--- src/rtl/servo_pkg.sv ---
// Shared definitions for the shutter servo controller: per-channel FSM
// state encoding, direction constants, default servo position codes and
// the pulse-width helper used by the PWM generator.
package servo_pkg;

  typedef logic state_t;

  localparam state_t IDLE  = 1'b0;
  localparam state_t DRIVE = 1'b1;

  localparam logic UP   = 1'b1;
  localparam logic DOWN = 1'b0;

  localparam logic [7:0] POS_UP_DEF   = 8'hFF;
  localparam logic [7:0] POS_HALT_DEF = 8'h50;
  localparam logic [7:0] POS_DOWN_DEF = 8'h0F;

  // Pulse width in clk_50 cycles for a given position code.
  function automatic logic [31:0] pulse_limit(input logic [7:0]  pos,
                                              input logic [31:0] pmin,
                                              input logic [31:0] pstep);
    return pmin + ({24'd0, pos} * pstep);
  endfunction

endpackage

--- src/rtl/servo_shutter_array_if.sv ---
// Bundle between the system sequencer and the shutter controller.
//   direct : per-channel requested direction level (1 = up, 0 = down)
//   pwm    : servo pulse train per channel
//   busy   : channel is driving
//   done   : one-cycle pulse when a drive window completes
//   at_up  : last commanded direction per channel
// master = sequencer side, slave = controller side.
interface servo_shutter_array_if #(
  parameter int N_CH = 2
);
  logic [N_CH-1:0] direct;
  logic [N_CH-1:0] pwm;
  logic [N_CH-1:0] busy;
  logic [N_CH-1:0] done;
  logic [N_CH-1:0] at_up;

  modport master (output direct, input pwm, busy, done, at_up);
  modport slave  (input direct, output pwm, busy, done, at_up);
endinterface

--- src/rtl/servo_pwm_ch.sv ---
// Single-channel servo pulse generator.
//   clk_50 : system clock
//   reset  : asynchronous, active-high
//   pos    : commanded position code
//   pwm    : pulse train, one pulse per frame
// The position is sampled only at the start of a frame so a command change
// never truncates or stretches a pulse already in progress.
module servo_pwm_ch
  import servo_pkg::*;
#(
  parameter int unsigned FRAME_CYC  = 1000000,
  parameter int unsigned PULSE_MIN  = 50000,
  parameter int unsigned PULSE_STEP = 195
) (
  input  logic       clk_50,
  input  logic       reset,
  input  logic [7:0] pos,
  output logic       pwm
);

  localparam int FW = (FRAME_CYC > 1) ? $clog2(FRAME_CYC) : 1;
  localparam logic [FW-1:0] FRAME_LAST = FW'(FRAME_CYC - 1);

  logic [FW-1:0] r_frame_cnt;
  logic [7:0]    r_pos_lat;
  logic          r_pwm;
  logic          w_frame_start;
  logic [7:0]    w_pos_eff;
  logic [31:0]   w_limit;

  // At frame start the fresh command is used directly, so the pulse that
  // begins on that cycle already reflects the newly latched position.
  assign w_frame_start = (r_frame_cnt == '0);
  assign w_pos_eff     = w_frame_start ? pos : r_pos_lat;
  assign w_limit       = pulse_limit(w_pos_eff, 32'(PULSE_MIN), 32'(PULSE_STEP));

  // pwm is registered so it is low during reset; it trails frame_cnt by one
  // cycle, which keeps the pulse width exact.
  always_ff @(posedge clk_50 or posedge reset) begin
    if (reset) begin
      r_frame_cnt <= '0;
      r_pos_lat   <= POS_HALT_DEF;
      r_pwm       <= 1'b0;
    end else begin
      r_frame_cnt <= (r_frame_cnt == FRAME_LAST) ? '0 : r_frame_cnt + 1'b1;
      if (w_frame_start) r_pos_lat <= pos;
      r_pwm <= (32'(r_frame_cnt) < w_limit);
    end
  end

  assign pwm = r_pwm;

endmodule

--- src/rtl/servo_shutter_array.sv ---
// N-channel shutter servo controller.
//   clk_50 : system clock (only clock)
//   reset  : asynchronous, active-high
//   bus    : slave side of servo_shutter_array_if (direct in; pwm, busy,
//            done, at_up out)
// Each channel watches its synchronised direction level; on a change it
// drives the servo toward the new direction for DRIVE_MS ms ticks, then
// returns to the halt position.
//
// state | meaning
// IDLE  | servo at halt, waiting for dir_s to differ from last_dir
// DRIVE | servo driven up/down, counting ms ticks up to DRIVE_MS
module servo_shutter_array
  import servo_pkg::*;
#(
  parameter int               N_CH       = 2,
  parameter int unsigned      TICK_DIV   = 50000,
  parameter int               CNT_W      = 12,
  parameter logic [CNT_W-1:0] DRIVE_MS   = CNT_W'(4),
  parameter logic [7:0]       POS_UP     = POS_UP_DEF,
  parameter logic [7:0]       POS_HALT   = POS_HALT_DEF,
  parameter logic [7:0]       POS_DOWN   = POS_DOWN_DEF,
  parameter bit               ABORT_REV  = 1'b0,
  parameter int unsigned      FRAME_CYC  = 1000000,
  parameter int unsigned      PULSE_MIN  = 50000,
  parameter int unsigned      PULSE_STEP = 195
) (
  input  logic                  clk_50,
  input  logic                  reset,
  servo_shutter_array_if.slave  bus
);

  localparam int TW = (TICK_DIV > 1) ? $clog2(TICK_DIV) : 1;
  localparam logic [TW-1:0] TICK_LAST = TW'(TICK_DIV - 1);

  logic [N_CH-1:0] r_sync1;
  logic [N_CH-1:0] r_sync2;
  logic [TW-1:0]   r_tick_cnt;
  logic            w_tick;

  logic [N_CH-1:0] w_pwm;
  logic [N_CH-1:0] w_busy;
  logic [N_CH-1:0] w_done;
  logic [N_CH-1:0] w_at_up;

  always_ff @(posedge clk_50 or posedge reset) begin
    if (reset) begin
      r_sync1 <= '0;
      r_sync2 <= '0;
    end else begin
      r_sync1 <= bus.direct;
      r_sync2 <= r_sync1;
    end
  end

  // Shared ms prescaler; every channel counts the same tick.
  assign w_tick = (r_tick_cnt == TICK_LAST);

  always_ff @(posedge clk_50 or posedge reset) begin
    if (reset) r_tick_cnt <= '0;
    else       r_tick_cnt <= w_tick ? '0 : r_tick_cnt + 1'b1;
  end

  for (genvar g = 0; g < N_CH; g++) begin : g_ch
    state_t           r_state, w_state_nxt;
    logic             r_last_dir, w_last_dir_nxt;
    logic             r_done, w_done_nxt;
    logic [7:0]       r_pos_cmd, w_pos_nxt;
    logic [CNT_W-1:0] r_drive_cnt, w_cnt_nxt;
    logic             w_dir_s;
    logic             w_rev;
    logic             w_busy_ch, w_done_ch, w_at_up_ch;

    assign w_dir_s = r_sync2[g];
    assign w_rev   = (w_dir_s != r_last_dir);

    always_ff @(posedge clk_50 or posedge reset) begin
      if (reset) begin
        r_state     <= IDLE;
        r_last_dir  <= 1'b0;
        r_done      <= 1'b0;
        r_pos_cmd   <= POS_HALT;
        r_drive_cnt <= '0;
      end else begin
        r_state     <= w_state_nxt;
        r_last_dir  <= w_last_dir_nxt;
        r_done      <= w_done_nxt;
        r_pos_cmd   <= w_pos_nxt;
        r_drive_cnt <= w_cnt_nxt;
      end
    end

    // Entering (or re-entering) DRIVE clears the counter, so a tick that
    // lands on the entry cycle is dropped. An abort-reversal outranks the
    // completion check, so an aborted window never reports done.
    always_comb begin
      w_state_nxt    = r_state;
      w_last_dir_nxt = r_last_dir;
      w_pos_nxt      = r_pos_cmd;
      w_cnt_nxt      = r_drive_cnt;
      w_done_nxt     = 1'b0;
      if (r_state == IDLE) begin
        if (w_rev) begin
          w_state_nxt    = DRIVE;
          w_pos_nxt      = (w_dir_s == UP) ? POS_UP : POS_DOWN;
          w_last_dir_nxt = w_dir_s;
          w_cnt_nxt      = '0;
        end else begin
          w_pos_nxt = POS_HALT;
        end
      end else begin
        if (ABORT_REV && w_rev) begin
          w_pos_nxt      = (w_dir_s == UP) ? POS_UP : POS_DOWN;
          w_last_dir_nxt = w_dir_s;
          w_cnt_nxt      = '0;
        end else if (r_drive_cnt == DRIVE_MS) begin
          w_state_nxt = IDLE;
          w_pos_nxt   = POS_HALT;
          w_done_nxt  = 1'b1;
        end else if (w_tick) begin
          w_cnt_nxt = r_drive_cnt + 1'b1;
        end
      end
    end

    always_comb begin
      w_busy_ch  = (r_state == DRIVE);
      w_done_ch  = r_done;
      w_at_up_ch = r_last_dir;
    end

    servo_pwm_ch #(
      .FRAME_CYC  (FRAME_CYC),
      .PULSE_MIN  (PULSE_MIN),
      .PULSE_STEP (PULSE_STEP)
    ) u_pwm (
      .clk_50 (clk_50),
      .reset  (reset),
      .pos    (r_pos_cmd),
      .pwm    (w_pwm[g])
    );

    assign w_busy[g]  = w_busy_ch;
    assign w_done[g]  = w_done_ch;
    assign w_at_up[g] = w_at_up_ch;
  end

  assign bus.pwm   = w_pwm;
  assign bus.busy  = w_busy;
  assign bus.done  = w_done;
  assign bus.at_up = w_at_up;

endmodule

--- src/flat_wrapper.sv ---
// flat-port wrapper written by rule: the top's interface ports become plain ports
module servo_shutter_array_flat import servo_pkg::*;
#(
  parameter int               N_CH       = 2,
  parameter int unsigned      TICK_DIV   = 50000,
  parameter int               CNT_W      = 12,
  parameter logic [CNT_W-1:0] DRIVE_MS   = CNT_W'(4),
  parameter logic [7:0]       POS_UP     = POS_UP_DEF,
  parameter logic [7:0]       POS_HALT   = POS_HALT_DEF,
  parameter logic [7:0]       POS_DOWN   = POS_DOWN_DEF,
  parameter bit               ABORT_REV  = 1'b0,
  parameter int unsigned      FRAME_CYC  = 1000000,
  parameter int unsigned      PULSE_MIN  = 50000,
  parameter int unsigned      PULSE_STEP = 195
)
  (clk_50, reset, bus_direct, bus_pwm, bus_busy, bus_done, bus_at_up);
  servo_shutter_array_if #(.N_CH(N_CH)) bus_i ();
  input  logic clk_50;
  input  logic reset;
  input wire logic [$bits(bus_i.direct)-1:0] bus_direct;
  output wire logic [$bits(bus_i.pwm)-1:0] bus_pwm;
  output wire logic [$bits(bus_i.busy)-1:0] bus_busy;
  output wire logic [$bits(bus_i.done)-1:0] bus_done;
  output wire logic [$bits(bus_i.at_up)-1:0] bus_at_up;
  assign bus_i.direct = bus_direct;
  assign bus_pwm = bus_i.pwm;
  assign bus_busy = bus_i.busy;
  assign bus_done = bus_i.done;
  assign bus_at_up = bus_i.at_up;
  servo_shutter_array #(.N_CH(N_CH), .TICK_DIV(TICK_DIV), .CNT_W(CNT_W), .DRIVE_MS(DRIVE_MS), .POS_UP(POS_UP), .POS_HALT(POS_HALT), .POS_DOWN(POS_DOWN), .ABORT_REV(ABORT_REV), .FRAME_CYC(FRAME_CYC), .PULSE_MIN(PULSE_MIN), .PULSE_STEP(PULSE_STEP)) u_core (.clk_50(clk_50), .reset(reset), .bus(bus_i));
endmodule
--- config.mk ---
export PLATFORM = sky130hd
export DESIGN_NAME = servo_shutter_array_flat
export DESIGN_NICKNAME = d
export VERILOG_FILES = /design/src/rtl/servo_pkg.sv /design/src/rtl/servo_shutter_array_if.sv /design/src/rtl/servo_pwm_ch.sv /design/src/rtl/servo_shutter_array.sv /design/src/flat_wrapper.sv
export SDC_FILE = /design/constraint.sdc
export NUM_CORES = 1
export LEC_CHECK = 0
export CORE_MARGIN = 2
export CORE_UTILIZATION = 40
export CTS_CLUSTER_SIZE = 14
export DETAILED_ROUTE_END_ITERATION = 7
export PLACE_DENSITY_LB_ADDON = 0.3
export SKIP_LAST_GASP = 1
export SLEW_MARGIN = 5
export SYNTH_ARGS = -nofsm -noshare
export SYNTH_HDL_FRONTEND = slang
export SYNTH_SLANG_ARGS = --single-unit
export TNS_END_PERCENT = 30
--- constraint.sdc ---
create_clock -name clk_50 -period 6.27 [get_ports clk_50]
set_input_delay 0.627 -clock clk_50 [delete_from_list [all_inputs] [get_ports clk_50]]
set_output_delay 0.627 -clock clk_50 [all_outputs]
set_load 0.01 [all_outputs]
==> out/qor.yml <==
synthMuxAreaShare: 0.0122
final_antenna_net_count: 0
hold-worst-slack_ps: 353
synth-seq-cells: 114
n_fill_cell: 1818
crit_fanout: 7
synthCells: 855
clk_path_buf_depth: 2
finalCriticalPeriod_ps: 6320
first_pass_iters: 4
max_stage_delay_ps: 580
drc: 0
fmax_mhz: 158
grt_pass1_vias: 6449
ys_seq_area_frac: 0.345
fin_cells: 1254
startpoint_type: "flop"
synth_cell_types: 58
rows: 52
gp_congestion: 0.832
post-route-util: 0.510
avgSynthCellArea_um2: 9.69
synth_nets: 1014
relSlewSlack: 0.297
grt_setup_unrepaired: "yes"
power.density_nw_per_um2: 172
worst_slack_ps: -47.4
via_per_inst: 5.01
hold_class: "reg2reg"
synth-compound-area-share: 0.0821
slew_violations: 0
nNetsFinal: 1130
synthXorXnorAreaFrac: 0.0939
fp.dieH_um: 148
htree_num_levels: 4
synth_top_family_by_area: "adder cells"
place_inst: 1217
drv_cap: 0
drive_gt1_frac: 0.211
ff_latch_area_um2: 2860
ff2ff_setup_slack_ps: -50
port_buffers: 11
syn_area_um2: 8290
arrival_ps: 6660
ir_worst_vdd_mv: 0.255
dp_hpwl_um: 13300
multi_input_area_um2: 5380
layout_commonest_cell: "ha_1"
synthAdderAreaFrac: 0.245
clock_skew_ps: 6.04
grt_pass1_wl_um: 30200
path_clk_slew_ps: 50
final_cell_mix: "ha_1, dfrtp_1, buf_4"
wirelength_um: 17700
synthSimpleGateAreaFrac: 0.172
crit_type: "reg2reg"
area_delta_synth_final_pct: 25.0
vias: 6280
cts_tree: "yes"
worstPathRequired_ps: 6610
setup-violations-final: 1
cp-end-kind: "flop"
gr-total-overflow: 0
min_period_over_period: 1.01
synth_edf_count: 0
coreArea_um2: 20300
dpl-instance-area_um2: 9380
outcome: "finished, violations left"
fin_tns_setup_ps: -47.4
holdBufCountCts: 0
pre_cts_ws_ps: -481
final_area_um2: 10400
p_total_mw: 1.79
start_util: 0.408
cts_root_buf: "clkbuf_16"
drtIter0Drc: 189
antenna_found_initial: 0
async_flop_share: 1.00
insertion_delay_ps: 410
cts_buffers: 17
worst_path_max_delay_cell: "or4_4"
finalHoldViolations: 0
tightest_slew_ps: 1050
diodes: 0
track_usage: 0.171
cts_sinks: 114
die_area_um2: 21900
ys_warn_count: 0
die_x_um: 148
violations: "negative setup slack"
post_drt_wl_per_cell_um: 14.1
ios: 12
leakagePower_nw: 5.18
grt_max_degree: 79
ys.flop_type: "dfrtp_1"
-- layout make-up --
class / instances / share of cell area
repair buffers: 114 / 0.0856
clock inverters: 12 / 0.0129
inverters: 83 / 0.0303
multi-input cells: 641 / 0.519
well taps: 270 / 0.0326
clock buffers: 20 / 0.0431
flip-flops and latches: 114 / 0.276
-- synth_stat cells (5+ instances only) --
library cell,count,area share
a21o_1,14,0.013
a21oi_1,33,0.020
and2_1,5,0.0038
and3_1,14,0.011
buf_4,8,0.0072
clkbuf_1,7,0.0032
dfrtp_1,108,0.33
dfstp_2,6,0.019
fa_1,12,0.029
ha_1,143,0.22
inv_1,83,0.038
mux2_2,5,0.0068
nand2_1,57,0.026
nand2b_1,7,0.0053
nand3_1,46,0.028
nand4_1,14,0.011
nor2_1,73,0.033
nor2b_1,10,0.0075
nor3_1,16,0.0097
nor4_1,11,0.0083
o21ai_0,26,0.016
o21bai_1,7,0.0063
xnor2_1,48,0.051
xor2_1,39,0.041
-- where the power goes --
group          leakage (nW)  total, mW  switching, mW  internal [mW]
Clock                 0.269      0.938          0.343          0.595
Combinational          3.43     0.0732         0.0468         0.0264
Sequential             1.49      0.776         0.0182          0.757
Total                  5.18       1.79          0.408           1.38
-- cell families after synthesis --
logic type	Yosys count
AO/OA/AOI/OAI	107
XOR/XNOR	88
adder cells (fa/ha/maj)	155
buffers and inverters	100
flip-flops	114
multiplexers	9
AND/OR/NAND/NOR	282
-- layer usage --
metal / global-route usage / wire, um
met2: 0.272 / 7960
met4: 0.0548 / 322
met5: 0 / 0
met1: 0.235 / 8890
met3: 0.0367 / 481
-- state kept, by name (all words and copies together) (netlist names) --
signal                         count
u_core.g_ch.r_last_dir             2
u_core.r_tick_cnt                 16
u_core.r_sync2                     2
u_core.g_ch.u_pwm.r_frame_cnt     40
u_core.r_sync1                     2
u_core.g_ch.r_state                2
u_core.g_ch.r_pos_cmd              6
u_core.g_ch.u_pwm.r_pos_lat       16
u_core.g_ch.r_done                 2
u_core.g_ch.u_pwm.pwm              2
u_core.g_ch.r_drive_cnt           24
-- critical path: cells and delay by family, from the launching register on --
| kind | cells | cell delay (ps) |
|---|---|---|
| adders and majority gates | 7 | 2070 |
| and+or+nand+nor | 4 | 1460 |
| DFF | 1 | 390 |
| xor gates and xnor gates | 1 | 140 |
| AOI/OAI and AO/OA | 8 | 1820 |
| buffers and inverters | 5 | 350 |
-- path summary, 6_finish.rpt --
| path | from | end | cells after the start |
|---|---|---|---|
| setup / recovery | u_core.g_ch[0].u_pwm.r_frame_cnt[1] | u_core.g_ch[0].u_pwm.pwm | 25 |
| hold / removal | u_core.r_sync1[1] | u_core.r_sync2[1] | 0 |
| setup reg to reg | u_core.g_ch[0].u_pwm.r_frame_cnt[1] | u_core.g_ch[0].u_pwm.pwm | 25 |
| hold reg to reg | u_core.r_sync1[1] | u_core.r_sync2[1] | 0 |
| max in group asynchronous | reset | u_core.g_ch[1].u_pwm.r_frame_cnt[2] | 3 |
| min in group asynchronous | reset | u_core.g_ch[1].u_pwm.pwm | 2 |
-- repair_timing --
item                       4_1_cts  5_1_grt
cloned                           0        0
pin swaps                       23       28
setup buffers                    2        3
setup endpoints to repair        2        2
resized for setup               30       37
Power figures use the tool's default switching activity.
